--- src/rtl/feedback_blinker_if.sv ---
// Request/feedback bundle between the game FSM and the blink stretcher.
// The master side issues blink requests; the slave side drives the LED/buzzer pin.
interface feedback_blinker_if;
   logic       req;
   logic [2:0] n_blinks;
   logic       sig_out;
   logic       busy;
   logic [5:0] pending;
   logic       drop;

   modport master (
      output req,
      output n_blinks,
      input  sig_out,
      input  busy,
      input  pending,
      input  drop
   );

   modport slave (
      input  req,
      input  n_blinks,
      output sig_out,
      output busy,
      output pending,
      output drop
   );
endinterface

--- src/rtl/feedback_blinker.sv ---
// Stretches single-cycle event pulses into trains of visible blinks on one pin.
// Requests are registered first, then accumulated into a saturating pending count.
module feedback_blinker #(
   parameter int unsigned ON_CYCLES  = 16'd25000,
   parameter int unsigned OFF_CYCLES = 16'd25000,
   parameter int unsigned CNT_W      = 16
) (
   input  logic               clk,
   input  logic               rst,
   feedback_blinker_if.slave  bus
);

   localparam logic [CNT_W-1:0] OnLast  = CNT_W'(ON_CYCLES);
   localparam logic [CNT_W-1:0] OffLast = CNT_W'(OFF_CYCLES);
   localparam logic [CNT_W-1:0] TimerOne = CNT_W'(1);

   typedef enum logic [1:0] {StIdle, StOn, StOff} state_e;

   state_e           state_q, state_d;
   logic [CNT_W-1:0] timer_q, timer_d;
   logic [5:0]       pending_q, pending_d;
   logic             sig_q, sig_d;
   logic             drop_q, drop_d;
   logic             req_q;
   logic [2:0]       n_q;

   logic [2:0]       add;
   logic             start;
   logic             have_work;
   logic [6:0]       sum;

   always_comb begin
      state_d   = state_q;
      timer_d   = timer_q;
      sig_d     = sig_q;
      start     = 1'b0;
      add       = req_q ? ((n_q == 3'd0) ? 3'd1 : n_q) : 3'd0;
      have_work = (pending_q != 6'd0) || (add != 3'd0);

      unique case (state_q)
         StIdle: begin
            sig_d   = 1'b0;
            timer_d = '0;
            if (have_work) begin
               state_d = StOn;
               sig_d   = 1'b1;
               timer_d = TimerOne;
               start   = 1'b1;
            end
         end
         StOn: begin
            if (timer_q == OnLast) begin
               state_d = StOff;
               sig_d   = 1'b0;
               timer_d = TimerOne;
            end else begin
               timer_d = timer_q + TimerOne;
            end
         end
         StOff: begin
            if (timer_q == OffLast) begin
               // A request landing on the gap's last edge chains straight into ON.
               if (have_work) begin
                  state_d = StOn;
                  sig_d   = 1'b1;
                  timer_d = TimerOne;
                  start   = 1'b1;
               end else begin
                  state_d = StIdle;
                  sig_d   = 1'b0;
                  timer_d = '0;
               end
            end else begin
               timer_d = timer_q + TimerOne;
            end
         end
         default: begin
            state_d = StIdle;
            sig_d   = 1'b0;
            timer_d = '0;
         end
      endcase

      // start only fires when pending or add is non-zero, so this cannot underflow.
      sum = {1'b0, pending_q} + {4'b0, add} - {6'b0, start};
      if (sum > 7'd63) begin
         pending_d = 6'd63;
         drop_d    = 1'b1;
      end else begin
         pending_d = sum[5:0];
         drop_d    = 1'b0;
      end
   end

   always_ff @(posedge clk) begin
      if (rst) begin
         state_q   <= StIdle;
         timer_q   <= '0;
         pending_q <= 6'd0;
         sig_q     <= 1'b0;
         drop_q    <= 1'b0;
         req_q     <= 1'b0;
         n_q       <= 3'd0;
      end else begin
         state_q   <= state_d;
         timer_q   <= timer_d;
         pending_q <= pending_d;
         sig_q     <= sig_d;
         drop_q    <= drop_d;
         req_q     <= bus.req;
         n_q       <= bus.n_blinks;
      end
   end

   assign bus.sig_out = sig_q;
   assign bus.busy    = (state_q != StIdle);
   assign bus.pending = pending_q;
   assign bus.drop    = drop_q;

endmodule
--- src/flat_wrapper.sv ---
// flat-port wrapper written by rule: the top's interface ports become plain ports
module feedback_blinker_flat 
#(
   parameter int unsigned ON_CYCLES  = 16'd25000,
   parameter int unsigned OFF_CYCLES = 16'd25000,
   parameter int unsigned CNT_W      = 16
)
  (clk, rst, bus_req, bus_n_blinks, bus_sig_out, bus_busy, bus_pending, bus_drop);
  feedback_blinker_if bus_i ();
  input  logic clk;
  input  logic rst;
  input wire logic [$bits(bus_i.req)-1:0] bus_req;
  input wire logic [$bits(bus_i.n_blinks)-1:0] bus_n_blinks;
  output wire logic [$bits(bus_i.sig_out)-1:0] bus_sig_out;
  output wire logic [$bits(bus_i.busy)-1:0] bus_busy;
  output wire logic [$bits(bus_i.pending)-1:0] bus_pending;
  output wire logic [$bits(bus_i.drop)-1:0] bus_drop;
  assign bus_i.req = bus_req;
  assign bus_i.n_blinks = bus_n_blinks;
  assign bus_sig_out = bus_i.sig_out;
  assign bus_busy = bus_i.busy;
  assign bus_pending = bus_i.pending;
  assign bus_drop = bus_i.drop;
  feedback_blinker #(.ON_CYCLES(ON_CYCLES), .OFF_CYCLES(OFF_CYCLES), .CNT_W(CNT_W)) u_core (.clk(clk), .rst(rst), .bus(bus_i));
endmodule
--- config.mk ---
export PLATFORM = sky130hd
export DESIGN_NAME = feedback_blinker_flat
export DESIGN_NICKNAME = d
export VERILOG_FILES = /design/src/rtl/feedback_blinker_if.sv /design/src/rtl/feedback_blinker.sv /design/src/flat_wrapper.sv
export SDC_FILE = /design/constraint.sdc
export NUM_CORES = 1
export LEC_CHECK = 0
export ABC_AREA = 1
export BUFFER_PORTS_ARGS = -buffer_cell sky130_fd_sc_hd__buf_2
export CAP_MARGIN = 25
export CORE_ASPECT_RATIO = 0.6
export CORE_UTILIZATION = 63
export CTS_CLUSTER_SIZE = 24
export DETAILED_ROUTE_END_ITERATION = 10
export GPL_TIMING_DRIVEN = 0
export PLACE_DENSITY = 0.79
export SYNTH_ARGS = -nofsm -noshare
export SYNTH_HDL_FRONTEND = slang
export SYNTH_SLANG_ARGS = --single-unit
--- constraint.sdc ---
create_clock -name clk -period 5.3 [get_ports clk]
set_input_delay 0.53 -clock clk [delete_from_list [all_inputs] [get_ports clk]]
set_output_delay 0.53 -clock clk [all_outputs]
set_load 0.01 [all_outputs]
Yosys cells after proc, flatten, opt, wreduce, memory -nomap -nowiden. Index checks and enable logic that the tools add are counted.

Register bits after elaboration: 30. Word-level logic and storage cells: 44.

$add $sub $neg: 3. $lt $le $gt $ge: 1. Equality and inequality tests: 6. Mux-type cells: 19. Reductions and logical operators: 8.

Operator list (number): $pmux 16 s3 (1); $mux 16 (2); $add 16x1->16 const B (1); $eq 16x15->1 const B (1); $add 6x3->7 (1); $gt 7x6->1 const B (1); $mux 1 (7); $sub 7x1->7 (1); $mux 2 (3); $mux 3 (2); $mux 6 (1); $ne 2x1->1 const B (3); $pmux 2 s3 (1); $reduce_bool 6->1 (1); $logic_not 3->1 (1); $pmux 1 s3 (1); $reduce_and 3->1 (1); $reduce_bool 3->1 (1); $eq 2x1->1 const B (1); $eq 2x2->1 const B (1); $logic_not 2->1 (1); $pmux 1 s2 (1); $reduce_and 2->1 (1); $reduce_bool 2->1 (1); $logic_or 1x1->1 (1).

Logic depth before layout (Yosys ltp).
Depth in word-level cells: 11. Depth in mapped cells: 23. Depth with buffers taken out: 23.

Least setup slack after synthesis. Ideal clock, no wire load.

Path kind: register to register. Start point: reg u_core.timer_q[0]. End point: reg u_core.pending_q[1] (netlist: u_core.bus.pending[1]). Arrival time: 2.551 ns. Slack: 2.617 ns. Stages on the path, launching flop included: 24. Period minus slack after synthesis: 2.683 ns. Cell sequence: dfxtp_1 inv_1 ha_1 inv_1 nor2_1 nand2_1 nor2_2 nand2_4 nand2_2 nand2_2 inv_1 ha_1 inv_1 ha_1 inv_1 fa_1 inv_1 nand3_1 nand2_1 nand2_1 nand2_1 nand2_1 nand3_1 o21ai_0.

Longest elaborated chain between the ends: 6.

Ends and longest elaborated chain: start, declared (line feedback_blinker.sv:20) `logic [CNT_W-1:0] timer_q, timer_d;`; start signal, assigned (line feedback_blinker.sv:106) `timer_q <= timer_d;`; $eq 16x15->1 * (line feedback_blinker.sv:61) `if (timer_q == OffLast) begin`; $mux 1 * (line feedback_blinker.sv:61); $pmux 1 s2 * (line feedback_blinker.sv:40) `unique case (state_q)`; $sub 7x1->7 * (line feedback_blinker.sv:85) `sum = {1'b0, pending_q} + {4'b0, add} - {6'b0, start};`; $gt 7x6->1 (line feedback_blinker.sv:86) `if (sum > 7'd63) begin`; $mux 6 * (line feedback_blinker.sv:86); end signal, assigned (line feedback_blinker.sv:107) `pending_q <= pending_d;`; end, declared (line feedback_blinker.sv:21) `logic [5:0] pending_q, pending_d;`.

Mark *: on every way between the ends. The rest lies on a longest branch, timed or not. A chain may end at the register's enable or synchronous reset.

Worst setup path in the final report. Same ends and word-level chain as after synthesis.

==> summary.md <==
| Metric | Value |
|---|---|
| Fin Hold WS | `0.450 ns` |
| Crit share post-route | `59.7%` |
| Sequential area share after synthesis | `33.6%` |
| Max Cap Viol | `0` |
| Max Clock Skew | `0.00554 ns` |
| Largest net degree at the start of global routing | `11` |
| Share of layout cells above drive strength 1 | `18.8%` |
| DR DRC count | `4` |
| Root Buffer | `clkbuf_8` |
| EDFF count, synth | `0` |
| DR vias | `1515` |
| Largest fanout on the critical path | `7` |
| Yosys top cell by area | `dfxtp_1` |
| Detail Placement HPWL | `2.74 mm` |
| Synth Cell Area | `0.00179 mm^2` |
| CTS tree | `done` |
| Syn_area_per_cell | `7.00 um^2` |
| Vias per std cell | `4.90` |
| First-pass GRT wire length | `5.93 mm` |
| Unrepaired setup endpoints after global routing | `no` |
| Kind of critical path | `reg -> reg` |
| Async set or reset register ratio after synthesis | `0%` |
| # fillers | `213` |
| Gr usage total | `26.1%` |
| Synth-to-layout area growth | `11.3%` |
| Initial Utilization | `68.9%` |
| Core Box Area | `0.00259 mm^2` |
| Clk sinks | `30` |
| FF+latch count, synth | `30` |
| Die Wd | `70.7 um` |
| Fin Setup TNS | `0 ns` |
| Worst-margin pin slew | `0.517 ns` |
| Clk Latency, worst-skew pair | `0.28 ns` |
| Top FF cell, synth | `dfxtp_1` |
| Num ports | `15` |
| Setup Viol. Count Final | `0` |
| PostCTS Resize Cnt | `0` |
| Worst setup EP type | `flop` |
| Hold WC Path Type | `in -> reg` |
| Routed wire length per instance | `11.3 um` |
| Cells after Synth | `255` |
| Critical Path Start Type | `flop` |
| Die area | `0.00306 mm^2` |
| Initial DRC Count | `79` |
| LEAKAGE | `0.000953 uW` |
| Final wirelength | `3.49 mm` |
| Critical Path AT | `3.30 ns` |
| H-Tree Depth | `2` |
| Critical Path RT | `5.43 ns` |
| Top cells by area, synth | `dfxtp_1 34%, nand2_1 11%, inv_1 9.5%` |
| Clock tree buffer depth | `2` |
| Routability Congestion | `0.907` |
| Fin nets | `295` |
| Worst slew margin | `65.5%` |
| Ant diodes | `0` |
| Port bufs | `14` |
| Final hold vios | `0` |
| Synth cell types | `30` |
| Pwr Density | `422 mW/mm^2` |
| Postcts setup bufs | `0` |
| Post-DRT Antenna Nets | `0` |
| VDD IR max | `0.276 mV` |
| Post-CTS Hold Buffers | `0` |
| Status | `complete, but fails checks` |
| Clock slew at reported path FFs | `0.06 ns` |
| Vias in the first global route | `1330` |
| Period minus WS final | `3.16 ns` |
| Row count | `14` |
| Pre-antenna DRT Iters | `8` |
| Initial antenna violation count | `0` |
| Synth Net Count | `274` |
| Achievable Freq | `316 MHz` |
| TritonCTS Buffers | `5` |
| YS warnings | `0` |
| Failing checks | `DRC` |
| Grt total ovfl | `0` |
| Die height | `43.2 um` |
| Top-area cell type share of the netlist area | `33.6%` |
| Multi-input gate area | `981 um^2` |
| Reg area | `601 um^2` |
| Max-slew violation count | `0` |
cells in the mapped netlist (2+ instances only):
master and number:
nand2_2 8, nor2_4 3, inv_1 45, o21ai_0 5, clkinv_1 2, nand2_1 51, dfxtp_1 30, nor2_2 5
nand3_1 14, nand4_1 5, a21oi_2 3, a21oi_1 11, nor3b_2 2, ha_1 12, xor2_1 3, nor2_1 37
o21ai_1 2, inv_2 4, nor3b_1 2
critical path: stages (launching register included):
cell     delay (ns)
dfxtp_1        0.41
inv_1          0.07
ha_1           0.20
inv_1          0.05
nor2_1         0.04
nand2_1        0.07
nor2_2         0.05
nand2_4        0.12
nand2_2        0.06
nand2_2        0.10
inv_1          0.05
ha_1           0.26
inv_1          0.06
ha_1           0.19
inv_1          0.07
fa_1           0.35
inv_1          0.09
nand3_1        0.07
nand2_1        0.12
nand2_1        0.08
nand2_1        0.06
nand2_1        0.04
nand3_1        0.22
o21ai_0        0.17
final timing paths:
kind | cells after the start | slack (ns) | end | from
max | 23 | 2.14 | u_core.bus.pending[1] | u_core.timer_q[0]
min | 3 | 0.45 | u_core.n_q[1] | bus_n_blinks[1]
max reg2reg | 23 | 2.14 | u_core.bus.pending[1] | u_core.timer_q[0]
min reg2reg | 2 | 0.47 | u_core.bus.sig_out | u_core.bus.sig_out
stage by stage:
step	cell area (um^2)	cells	util, %	power (uW)	worst slack (ns)
finish	1990	309	76.6	839	2.14
global route	1990	309	76.6	920	1.83
CTS	1990	309	76.6	842	2.15
detailed placement	1900	301	73.1	651	2.20
global placement	1900	301	73.1	643	2.24
floorplan	1790	255	-	558	2.62
cell families (layout without fill, tap and decap cells):
family | Yosys count | after routing | share of synthesized area (%)
AO/OA/AOI/OAI | 23 | 23 | 7.43
XOR/XNOR | 4 | 4 | 1.96
adder cells (fa/ha/maj) | 13 | 13 | 9.53
buffers and inverters | 53 | 75 | 11.4
flip-flops | 30 | 30 | 33.6
AND/OR/NAND/NOR | 132 | 132 | 36.0
flip-flops by register name (all words and copies together) (netlist names):
signal              flops
u_core.n_q              3
u_core.bus.pending      6
u_core.bus.sig_out      1
u_core.bus.drop         1
u_core.timer_q         16
u_core.req_q            1
u_core.state_q          2
per-layer routing:
metal	vias to the layer above	wire length, um	GRT usage [%]
met3	5	203	7.36
met1	655	1960	39.6
met2	34	1290	35.2
met4	0	32	7.20
met5	-	0	0
li1	821	-	-
area by class of cell:
class,instances,share of cell area [%]
Tap cell,32,2.02
Inverter,52,10.1
Clock buffer,7,4.35
Clock inverter,1,0.252
Buffer,1,0.189
Timing Repair Buffer,14,3.53
Multi-Input combinational cell,172,49.4
Sequential cell,30,30.2
power breakdown:
part / switching (uW) / total [uW] / internal (uW)
registers: 22.4 / 284 / 262
clock network: 82.6 / 187 / 104
logic: 226 / 368 / 141
layout by cell type, fill, tap and decap left out, types with 2 or more instances in the layout:
master / instances
nand2_1: 51
inv_1: 45
nor2_1: 37
dfxtp_1: 30
nand3_1: 14
buf_2: 14
ha_1: 12
a21oi_1: 11
nand2_2: 8
clkbuf_8: 6
nor2_2: 5
nand4_1: 5
o21ai_0: 5
inv_2: 4
nor2_4: 3
a21oi_2: 3
xor2_1: 3
clkinv_1: 2
clkbuf_1: 2
nor3b_2: 2
o21ai_1: 2
nor3b_1: 2
Power figures use the tool's default switching activity.
